**src/rtl/max_pool_h_pair.sv**
```systemverilog
// max_pool_h_pair: 2-wide stride-2 signed horizontal max-pool with pair repacking.
// Define MAX_POOL_H_CEIL_PAD_EN to keep an odd last-column feature (ceil mode).
module max_pool_h_pair #(
    parameter int feature_n_per_clk  = 4,
    parameter int feature_data_width = 16,
    parameter int simulation_delay   = 1
) (
    input  logic                                           clk,
    input  logic                                           rst_n,
    input  logic [feature_n_per_clk*feature_data_width-1:0] s_axis_data,
    input  logic [feature_n_per_clk*feature_data_width/8-1:0] s_axis_keep,
    input  logic [2:0]                                     s_axis_user,
    input  logic                                           s_axis_last,
    input  logic                                           s_axis_valid,
    output logic                                           s_axis_ready,
    output logic [feature_n_per_clk*feature_data_width-1:0] m_axis_data,
    output logic [feature_n_per_clk*feature_data_width/8-1:0] m_axis_keep,
    output logic [2:0]                                     m_axis_user,
    output logic                                           m_axis_last,
    output logic                                           m_axis_valid,
    input  logic                                           m_axis_ready
);

    localparam int FN  = feature_n_per_clk;
    localparam int FW  = feature_data_width;
    localparam int BPF = FW / 8;
    localparam int HN  = FN / 2;
    localparam int KW  = $clog2(FN + 1);

    if (FN < 2 || (FN % 2) != 0) begin : g_bad_fn
        $error("feature_n_per_clk must be even and >= 2");
    end
    if (FW < 8 || (FW % 8) != 0) begin : g_bad_fw
        $error("feature_data_width must be a multiple of 8");
    end
    if (simulation_delay < 0) begin : g_bad_dly
        $error("simulation_delay must be non-negative");
    end

    typedef enum logic {
        HALF_EMPTY = 1'b0,
        HALF_FULL  = 1'b1
    } state_t;

    state_t            state;
    state_t            state_nxt;
    logic [HN*FW-1:0]  hreg;
    logic [KW-1:0]     k;
    logic [KW-1:0]     pc;
    logic [KW-1:0]     pcp;
    logic [HN*FW-1:0]  pz;
    logic [HN*BPF-1:0] pk;
    logic              accept;
    logic              last_col;
    logic              load_h;
    logic              emit;
    logic [FN*FW-1:0]  out_data;
    logic [FN*BPF-1:0] out_keep;
    logic              unused_keep;

    assign s_axis_ready = ~m_axis_valid | m_axis_ready;
    assign accept       = s_axis_valid & s_axis_ready;
    assign last_col     = s_axis_user[0];
    assign unused_keep  = ^s_axis_keep;

    // Only the first keep byte of each feature marks it valid.
    always_comb begin
        k = '0;
        for (int i = 0; i < FN; i++) begin
            k = k + KW'(s_axis_keep[i*BPF]);
        end
    end

    assign pc = k >> 1;
`ifdef MAX_POOL_H_CEIL_PAD_EN
    assign pcp = pc + KW'(k[0]);
`else
    assign pcp = pc;
`endif

    // Lane pc (only reachable in ceil mode) carries the lone feature.
    always_comb begin
        pz = '0;
        pk = '0;
        for (int i = 0; i < HN; i++) begin
            if (KW'(i) < pcp) begin
                if (($signed(s_axis_data[2*i*FW +: FW]) >=
                     $signed(s_axis_data[(2*i+1)*FW +: FW])) ||
                    (KW'(i) == pc)) begin
                    pz[i*FW +: FW] = s_axis_data[2*i*FW +: FW];
                end else begin
                    pz[i*FW +: FW] = s_axis_data[(2*i+1)*FW +: FW];
                end
                pk[i*BPF +: BPF] = '1;
            end
        end
    end

    always_ff @(posedge clk or negedge rst_n) begin
        if (!rst_n) begin
            state <= HALF_EMPTY;
        end else begin
            state <= state_nxt;
        end
    end

    always_comb begin
        state_nxt = state;
        if (accept) begin
            if (last_col) begin
                state_nxt = HALF_EMPTY;
            end else if (state == HALF_EMPTY) begin
                state_nxt = HALF_FULL;
            end else begin
                state_nxt = HALF_EMPTY;
            end
        end
    end

    always_comb begin
        load_h   = 1'b0;
        emit     = 1'b0;
        out_data = '0;
        out_keep = '0;
        if (accept) begin
            unique case (1'b1)
                (!last_col && state == HALF_EMPTY): begin
                    load_h = 1'b1;
                end
                (state == HALF_FULL): begin
                    emit     = 1'b1;
                    out_data = {pz, hreg};
                    out_keep = {pk, {(HN*BPF){1'b1}}};
                end
                default: begin
                    emit     = (pcp != '0);
                    out_data = {{(HN*FW){1'b0}}, pz};
                    out_keep = {{(HN*BPF){1'b0}}, pk};
                end
            endcase
        end
    end

    always_ff @(posedge clk or negedge rst_n) begin
        if (!rst_n) begin
            hreg <= '0;
        end else if (load_h) begin
            hreg <= pz;
        end
    end

    always_ff @(posedge clk or negedge rst_n) begin
        if (!rst_n) begin
            m_axis_valid <= 1'b0;
            m_axis_data  <= '0;
            m_axis_keep  <= '0;
            m_axis_user  <= '0;
            m_axis_last  <= 1'b0;
        end else if (emit) begin
            m_axis_valid <= 1'b1;
            m_axis_data  <= out_data;
            m_axis_keep  <= out_keep;
            m_axis_user  <= s_axis_user;
            m_axis_last  <= s_axis_last;
        end else if (m_axis_ready) begin
            m_axis_valid <= 1'b0;
        end
    end

endmodule

```
**config.mk**
```make
export PLATFORM = sky130hd
export DESIGN_NAME = max_pool_h_pair
export DESIGN_NICKNAME = d
export VERILOG_FILES = /design/src/rtl/max_pool_h_pair.sv
export SDC_FILE = /design/constraint.sdc
export NUM_CORES = 1
export LEC_CHECK = 0
export CORE_ASPECT_RATIO = 0.7
export CORE_UTILIZATION = 45
export CTS_BUF_LIST = sky130_fd_sc_hd__clkbuf_4 sky130_fd_sc_hd__clkbuf_8
export DETAILED_ROUTE_END_ITERATION = 8
export GPL_TIMING_DRIVEN = 0
export PLACE_DENSITY = 0.79
export SETUP_SLACK_MARGIN = 0.4
export SLEW_MARGIN = 25
export SYNTH_ARGS = -nofsm -noshare
export SYNTH_HDL_FRONTEND = slang
export SYNTH_SLANG_ARGS = --single-unit
```
**constraint.sdc**
```tcl
create_clock -name clk -period 1.6 [get_ports clk]
set_input_delay 0.24 -clock clk [delete_from_list [all_inputs] [get_ports clk]]
set_output_delay 0.24 -clock clk [all_outputs]
set_load 0.02 [all_outputs]
```
==> impl_metrics.sql, run 1 <==
INSERT INTO impl_metrics (metric_group, metric, value, unit) VALUES
('timing', 'period_share', '1.411', ''),
('clocking', 'clock_tree_from_tritoncts', 'yes', ''),
('synth', 'synth_area', '5450', 'µm²'),
('synth', 'mappedNetlistNets', '663', ''),
('global_route', 'grt.met3_usage', '0.05448', ''),
('critical_path', 'critical-path-slowest-cell', 'o211ai_1', ''),
('power_and_ir_drop', 'irDropWorstVdd', '0.7320', 'mV'),
('global_route', 'initial_antenna_violation_count', '0', ''),
('critical_path', 'critical_path.n_buffers_inverters', '3', ''),
('global_route', 'grt_remaining_overflow', '0', ''),
('route', 'drt_iter0_markers', '242', ''),
('synth', 'yosys_register_bits', '106', ''),
('synth', 'synth_enable_flop_cells', '0', ''),
('cells_and_area', 'layout-drive-gt1-share', '0.4494', ''),
('place', 'post-place-ws', '-1.550', 'ns'),
('critical_path', 'worst-path-max-fanout', '5', ''),
('place', 'dp.final_hpwl', '11500', 'µm'),
('synth', 'synth_top_flop_cell', 'dfrtp_1', ''),
('clocking', 'clkSinkCount', '106', ''),
('power_and_ir_drop', 'leakage', '4.004', 'nW'),
('timing', 'setup_viol', '104', ''),
('synth', 'post_synth_inst_count', '548', ''),
('status', 'run_status', 'finished with violations', ''),
('critical_path', 'cp_data_required_time', '1.87', 'ns'),
('critical_path', 'worstSetupPathType', 'input port to flop', ''),
('timing', 'finalHoldViolations', '0', ''),
('global_route', 'globalRouteMet1Util', '0.3651', ''),
('timing', 'max_transition_margin', '0.6213', ''),
('timing', 'slew_viol_final', '0', ''),
('clocking', 'cts_buffer_depth', '2', ''),
('floorplanning', 'full_die_area', '12560', 'µm²'),
('critical_path', 'critPathMaxStageDelay', '0.35', 'ns'),
('cells_and_area', 'finish.utilization', '0.7341', ''),
('global_route', 'globalRouteMet2Util', '0.4319', ''),
('clocking', 'clockRootBuffer', 'clkbuf_8', ''),
('route', 'detail_route.wirelength', '16770', 'µm'),
('status', 'violations', 'setup timing', ''),
('timing', 'maxClockFrequency', '0.4430', 'GHz'),
('global_route', 'grt_use_total', '0.2667', ''),
('synth', 'yosysTopAreaCellShare', '0.4867', ''),
('clocking', 'clk-insertion-delay-late', '0.36', 'ns'),
('synth', 'synth.area.top_cells', 'dfrtp_1, ha_1, nand2_1, mux2i_2, o211ai_1', ''),
('floorplanning', 'core_area', '11770', 'µm²'),
('critical_path', 'cp-start-kind', 'input port', ''),
('synth', 'synth.yosys.warnings', '0', ''),
('global_route', 'grt_first_pass_wirelength', '25670', 'µm'),
('cells_and_area', 'mostFrequentLayoutCell', 'dfrtp_1', ''),
('timing', 'layout_min_cycle_time', '2.257', 'ns'),
('route', 'post_drt_via_cell_ratio', '5.464', ''),
('place', 'placed_cell_area', '7495', 'µm²'),
('critical_path', 'r2r_setup_slack', '-0.38', 'ns'),
('timing', 'fin_ws', '-0.6575', 'ns'),
('floorplanning', 'die_h', '94.08', 'µm'),
('timing', 'final.setup_skew', '0.005939', 'ns'),
('cells_and_area', 'final_cell_mix', 'dfrtp_1, nand2_1, buf_2', ''),
('place', 'place.port_buffers', '153', ''),
('cells_and_area', 'num-fill-cells', '809', ''),
('floorplanning', 'die_width', '133.5', 'µm'),
('floorplanning', 'rows', '33', ''),
('route', 'first_pass_iteration_count_of_the_detailed_router', '5', ''),
('critical_path', 'end_kind', 'flop', ''),
('global_route', 'grt_most_used_layer', 'met2', ''),
('synth', 'ys_seq_area_frac', '0.4867', ''),
('timing', 'rsz0062_at_grt', 'true', ''),
('timing', 'worst_slew_pin_slew', '0.5681', 'ns'),
('global_route', 'grt_start_max_net_pins', '56', ''),
('clocking', 'cts_inserted_buffers', '9', ''),
('cells_and_area', 'design.final.nets', '881', ''),
('route', 'drt-wirelength-per-cell', '18.09', 'µm'),
('synth', 'synth_cell_type_count', '34', ''),
('hold_path', 'timing.hold.worst.class', 'input port to flop', '');
-- registers in the layout, summed over array words and instances (netlist names) --
name          count
m_axis_last       1
m_axis_data      64
m_axis_user       3
state             1
hreg             32
m_axis_valid      1
m_axis_keep       4
-- per-stage QoR --
| step | setup TNS [ns] | cells | hold WS (ns) | total power, mW |
|---|---|---|---|---|
| after floorplan | -56.00 | 548 | -0.05559 | 5.501 |
| after global placement | -506.61 | 858 | 0.4621 | 7.021 |
| after detailed placement | -143.32 | 859 | 0.2136 | 7.120 |
| after CTS | -46.34 | 897 | 0.1594 | 8.674 |
| after global routing | -50.84 | 927 | 0.1546 | 9.785 |
| final | -48.41 | 927 | 0.1593 | 9.307 |
-- cell type report --
cell class              instances  area (µm²)  area share
flip-flops and latches        106        2654      0.3072
clock inverters                 4       28.78    0.003331
well taps                     157       196.4     0.02274
inverters                      40       177.7     0.02057
repair buffers                207        1772      0.2051
multi-input cells             368        3318      0.3841
plain buffers                  34       346.6     0.04012
clock buffers                  11       145.1     0.01680
-- layer usage --
metal / wire [µm] / up-vias
li1: - / 2334
met1: 7539 / 2520
met2: 7978 / 188
met3: 1025 / 23
met4: 225 / 0
met5: 0 / -
-- path summary, 6_finish.rpt --
path                            startpoint               to  depth (start not counted)
setup / recovery           s_axis_data[33]  m_axis_data[18]                         11
hold / removal             s_axis_data[24]  m_axis_data[40]                          3
setup reg to reg              m_axis_valid  m_axis_data[23]                          8
hold reg to reg                   hreg[28]         hreg[28]                          2
max in group asynchronous            rst_n     m_axis_valid                          3
min in group asynchronous            rst_n  m_axis_data[55]                          2
-- worst register-to-register path, delay by kind of cell (launching register included) --
family / cells / cell delay [ns]
and+or+nand+nor: 4 / 0.62
buffers and inverters: 3 / 0.60
DFF: 1 / 0.44
AOI/OAI and AO/OA: 1 / 0.24
-- kinds of logic (layout without fill, tap and decap cells) --
logic type	count (synthesis)	after routing	synth area share
mux	38	38	0.08632
flops	106	106	0.4867
compound gates	123	123	0.1437
fa+ha+maj	35	35	0.08173
simple gates	172	172	0.1407
buf+inv	74	296	0.06083
-- repair_timing --
| item | 4_1_cts | 5_1_grt |
|---|---|---|
| gates resized for setup | 637 | 139 |
| gates cloned | 2 | 2 |
| setup buffers | 20 | 28 |
| endpoints found under the hold margin | 51 | 0 |
| pin swaps | 62 | 34 |
| hold buffers | 1 | 0 |
| endpoints found under the setup margin | 184 | 153 |
-- Yosys cell counts, types with 2 or more instances --
cell type  instances
o41ai_2            2
nand2b_1           3
inv_1             40
o21ai_0           21
clkbuf_1          26
mux2i_2           20
buf_6              3
a211oi_1           2
a21o_1             7
nand2_1          111
nor4_2             2
nand3_1           38
o211ai_1          33
buf_4              4
o21ai_1           44
dfrtp_1          106
nor2_1             4
mux2_4             2
a21oi_1           11
ha_1              34
nand4_1            6
mux2_2             4
nand4_2            2
mux2i_1           12
nor2b_1            2
-- power breakdown --
part           switching, mW  internal (mW)  total (mW)  leakage (nW)
sequential             0.408           3.27        3.67          1.40
clock                  0.870          0.621        1.49        0.0852
combinational           2.10           2.04        4.14          2.51
No activity file was read; power rests on OpenSTA's default activity.
==> run 2: changes to the inputs <==
--- a/config.mk
+++ b/config.mk
@@ -6,6 +6,7 @@
 export NUM_CORES = 1
 export LEC_CHECK = 0
 export CORE_ASPECT_RATIO = 0.7
+export CORE_MARGIN = 4
 export CORE_UTILIZATION = 45
 export CTS_BUF_LIST = sky130_fd_sc_hd__clkbuf_4 sky130_fd_sc_hd__clkbuf_8
 export DETAILED_ROUTE_END_ITERATION = 8
==> constraint.sdc (replaced) <==
create_clock -name clk -period 1.6 [get_ports clk]
set_input_delay 0.4 -clock clk [delete_from_list [all_inputs] [get_ports clk]]
set_output_delay 0.4 -clock clk [all_outputs]
set_load 0.02 [all_outputs]
==> run 2 against run 1 <==
The run ends with hold timing, setup timing left. Count of clock-buffer cells in the layout grew 1. Combinational power is 9.2% higher. Non-clock buffer count grew 13. Power grew 5.2%. Register-to-register slack got worse by 0.11 ns. Critical path type unchanged. Global-route usage shrank 1.1 points.
==> impl_metrics.sql, run 2 (same netlist as run 1, synthesis figures left out) <==
INSERT INTO impl_metrics (metric_group, metric, value, unit) VALUES
('timing', 'slew_viol_final', '0', ''),
('critical_path', 'end_kind', 'flop', ''),
('clocking', 'clockRootBuffer', 'clkbuf_8', ''),
('job', 'timing.max_cap.violations', '0', ''),
('cells_and_area', 'reg_top3', 'm_axis_data x64, hreg x32, m_axis_keep x4', ''),
('global_route', 'grt_first_pass_wirelength', '28410', 'µm'),
('global_route', 'grt_use_total', '0.2556', ''),
('clocking', 'clk-insertion-delay-late', '0.37', 'ns'),
('route', 'routed-via-count', '5231', ''),
('clocking', 'clock_tree_from_tritoncts', 'yes', ''),
('route', 'first_pass_iteration_count_of_the_detailed_router', '7', ''),
('timing', 'max_transition_margin', '0.6249', ''),
('global_route', 'grt_start_max_net_pins', '56', ''),
('place', 'place.port_buffers', '153', ''),
('floorplanning', 'core_area', '11770', 'µm²'),
('global_route', 'via_count_of_the_first_global_routing_pass', '5378', ''),
('timing', 'setup_viol', '105', ''),
('power_and_ir_drop', 'power_per_cell_area', '1085', 'nW/µm²'),
('cells_and_area', 'diodes', '0', ''),
('cells_and_area', 'area.growth.synth_to_final', '65.59', '%'),
('power_and_ir_drop', 'p_switching', '3.525', 'mW'),
('critical_path', 'cp-start-kind', 'input port', ''),
('hold_path', 'timing.hold.worst.class', 'input port to async pin', ''),
('route', 'drt-wirelength-per-cell', '19.13', 'µm'),
('route', 'route.antenna.remaining_nets', '0', ''),
('route', 'detail_route.drc_violations', '0', ''),
('clocking', 'cts_max_level', '3', ''),
('global_route', 'grt_remaining_overflow', '0', ''),
('place', 'dp.final_hpwl', '12070', 'µm'),
('floorplanning', 'full_die_area', '13960', 'µm²'),
('clocking', 'clk_pin_slew', '0.10', 'ns'),
('floorplanning', 'die_width', '139.5', 'µm'),
('clocking', 'cts_buffer_depth', '2', ''),
('cells_and_area', 'layout-drive-gt1-share', '0.4592', ''),
('timing', 'worst_slew_pin_slew', '0.5627', 'ns'),
('status', 'violations', 'hold timing, setup timing', ''),
('route', 'drt_iter0_markers', '324', ''),
('status', 'run_status', 'finished with violations', ''),
('cells_and_area', 'design.final.nets', '894', ''),
('timing', 'final.setup_skew', '0.01024', 'ns'),
('floorplanning', 'initial_standard_cell_utilization_of_the_core', '0.4632', ''),
('timing', 'fin_ws', '-0.8660', 'ns'),
('critical_path', 'critical_path_arrival', '2.75', 'ns'),
('timing', 'rsz0062_at_grt', 'true', ''),
('power_and_ir_drop', 'leakage', '4.137', 'nW'),
('place', 'gp_congestion', '0.8843', ''),
('critical_path', 'worstSetupPathType', 'input port to flop', ''),
('power_and_ir_drop', 'comb_power_share', '0.462', ''),
('timing', 'layout_min_cycle_time', '2.466', 'ns'),
('floorplanning', 'rows', '33', ''),
('cells_and_area', 'mostFrequentLayoutCell', 'buf_6', ''),
('floorplanning', 'ioPinCount', '158', ''),
('power_and_ir_drop', 'p_seq_frac', '0.380', ''),
('cells_and_area', 'final_cell_mix', 'buf_6, nand2_1, dfrtp_1', ''),
('power_and_ir_drop', 'clkPwrFrac', '0.158', ''),
('critical_path', 'worst-path-max-fanout', '3', ''),
('route', 'detail_route.wirelength', '18000', 'µm'),
('route', 'post_drt_via_cell_ratio', '5.559', ''),
('floorplanning', 'die_h', '100.1', 'µm'),
('cells_and_area', 'largest-register', 'm_axis_data', ''),
('global_route', 'initial_antenna_violation_count', '0', ''),
('clocking', 'clkSinkCount', '106', ''),
('timing', 'period_share', '1.541', ''),
('timing', 'hold_slack', '-0.03854', 'ns'),
('critical_path', 'cp_data_required_time', '1.88', 'ns'),
('power_and_ir_drop', 'irDropWorstVdd', '0.9381', 'mV'),
('cells_and_area', 'finish.utilization', '0.7669', ''),
('timing', 'maxClockFrequency', '0.4055', 'GHz'),
('clocking', 'cts_inserted_buffers', '9', ''),
('timing', 'finalHoldViolations', '49', ''),
('power_and_ir_drop', 'cell_internal_pwr', '6.262', 'mW'),
('cells_and_area', 'largest_register_ffs', '64', ''),
('power_and_ir_drop', 'p_total', '9.788', 'mW'),
('cells_and_area', 'num-fill-cells', '765', ''),
('power_and_ir_drop', 'netSwitchingFraction', '0.3602', '');
## run 2: cell count changes in the layout (fill, tap and decap cells not counted), sizes merged
cell / delta
buf: +12
clkbuf: -1
clkdlybuf4s15: -1
clkdlybuf4s50: -2
clkinv: +1
dlygate4sd2: +6
inv: -1
## run 2: cell type report
class                   instances  area [µm²]  share of cell area
multi-input cells             368        3311              0.3668
flip-flops and latches        106        2654              0.2941
repair buffers                220        2157              0.2390
plain buffers                  34       354.1             0.03923
well taps                     157       196.4             0.02177
inverters                      40       177.7             0.01969
clock buffers                  12       146.4             0.01622
clock inverters                 4       28.78            0.003189
## run 2: metal layers
layer / vias to the layer above / wire [µm] / GRT usage / part of all wire
li1: 2371 / - / - / -
met1: 2600 / 7681 / 0.3531 / 0.43
met2: 229 / 8719 / 0.4131 / 0.48
met3: 31 / 1324 / 0.05952 / 0.074
met4: 0 / 275 / 0.06552 / 0.015
met5: - / 0 / 0 / 0
## run 2: timing repair
item,in CTS,in global routing
setup buffers,38,22
endpoints found under the hold margin,54,5
endpoints found under the setup margin,184,184
pin swaps,57,31
gates cloned,4,1
gates resized for setup,785,86
## run 2: power by group through the flow
stage | Sequential [mW] | Combinational [mW] | Clock, mW
floorplan | 4.13 | 1.37 | 0
global placement | 3.66 | 3.38 | 0
detailed placement | 3.68 | 3.47 | 0
CTS | 3.71 | 4.18 | 1.55
global route | 3.78 | 4.82 | 1.67
finish | 3.72 | 4.52 | 1.54
## run 2: final timing paths
path                            startpoint              end  slack [ns]  cells past startpoint
min in group clk           s_axis_data[29]  m_axis_data[45]        0.31                      3
max in group asynchronous            rst_n  m_axis_data[53]        0.62                      2
min                                  rst_n         hreg[21]       -0.04                      1
max                        s_axis_data[48]  m_axis_data[28]       -0.87                     11
min reg2reg                        hreg[0]          hreg[0]        0.48                      2
max reg2reg                   m_axis_valid  m_axis_data[28]       -0.49                      8
## run 2: metrics by stage
| step | setup TNS (ns) | cell area [µm²] | setup WS (ns) | cells |
|---|---|---|---|---|
| after floorplan | -72.80 | 5738 | -0.8170 | 548 |
| after global placement | -541.36 | 7466 | -4.008 | 858 |
| after detailed placement | -162.10 | 7495 | -1.770 | 859 |
| after CTS | -65.28 | 8688 | -0.8765 | 917 |
| after global routing | -72.25 | 9025 | -0.9463 | 941 |
| final | -65.27 | 9025 | -0.8660 | 941 |
## run 2: worst max-delay path: stages
cell and delay (ns):
clkdlybuf4s15_1 0.23, ha_4 0.29, nand4_1 0.20, o41ai_4 0.44, nor2_1 0.10, mux2_4 0.28
buf_8 0.13, buf_12 0.12, buf_4 0.13, mux2i_4 0.20, o211ai_1 0.22
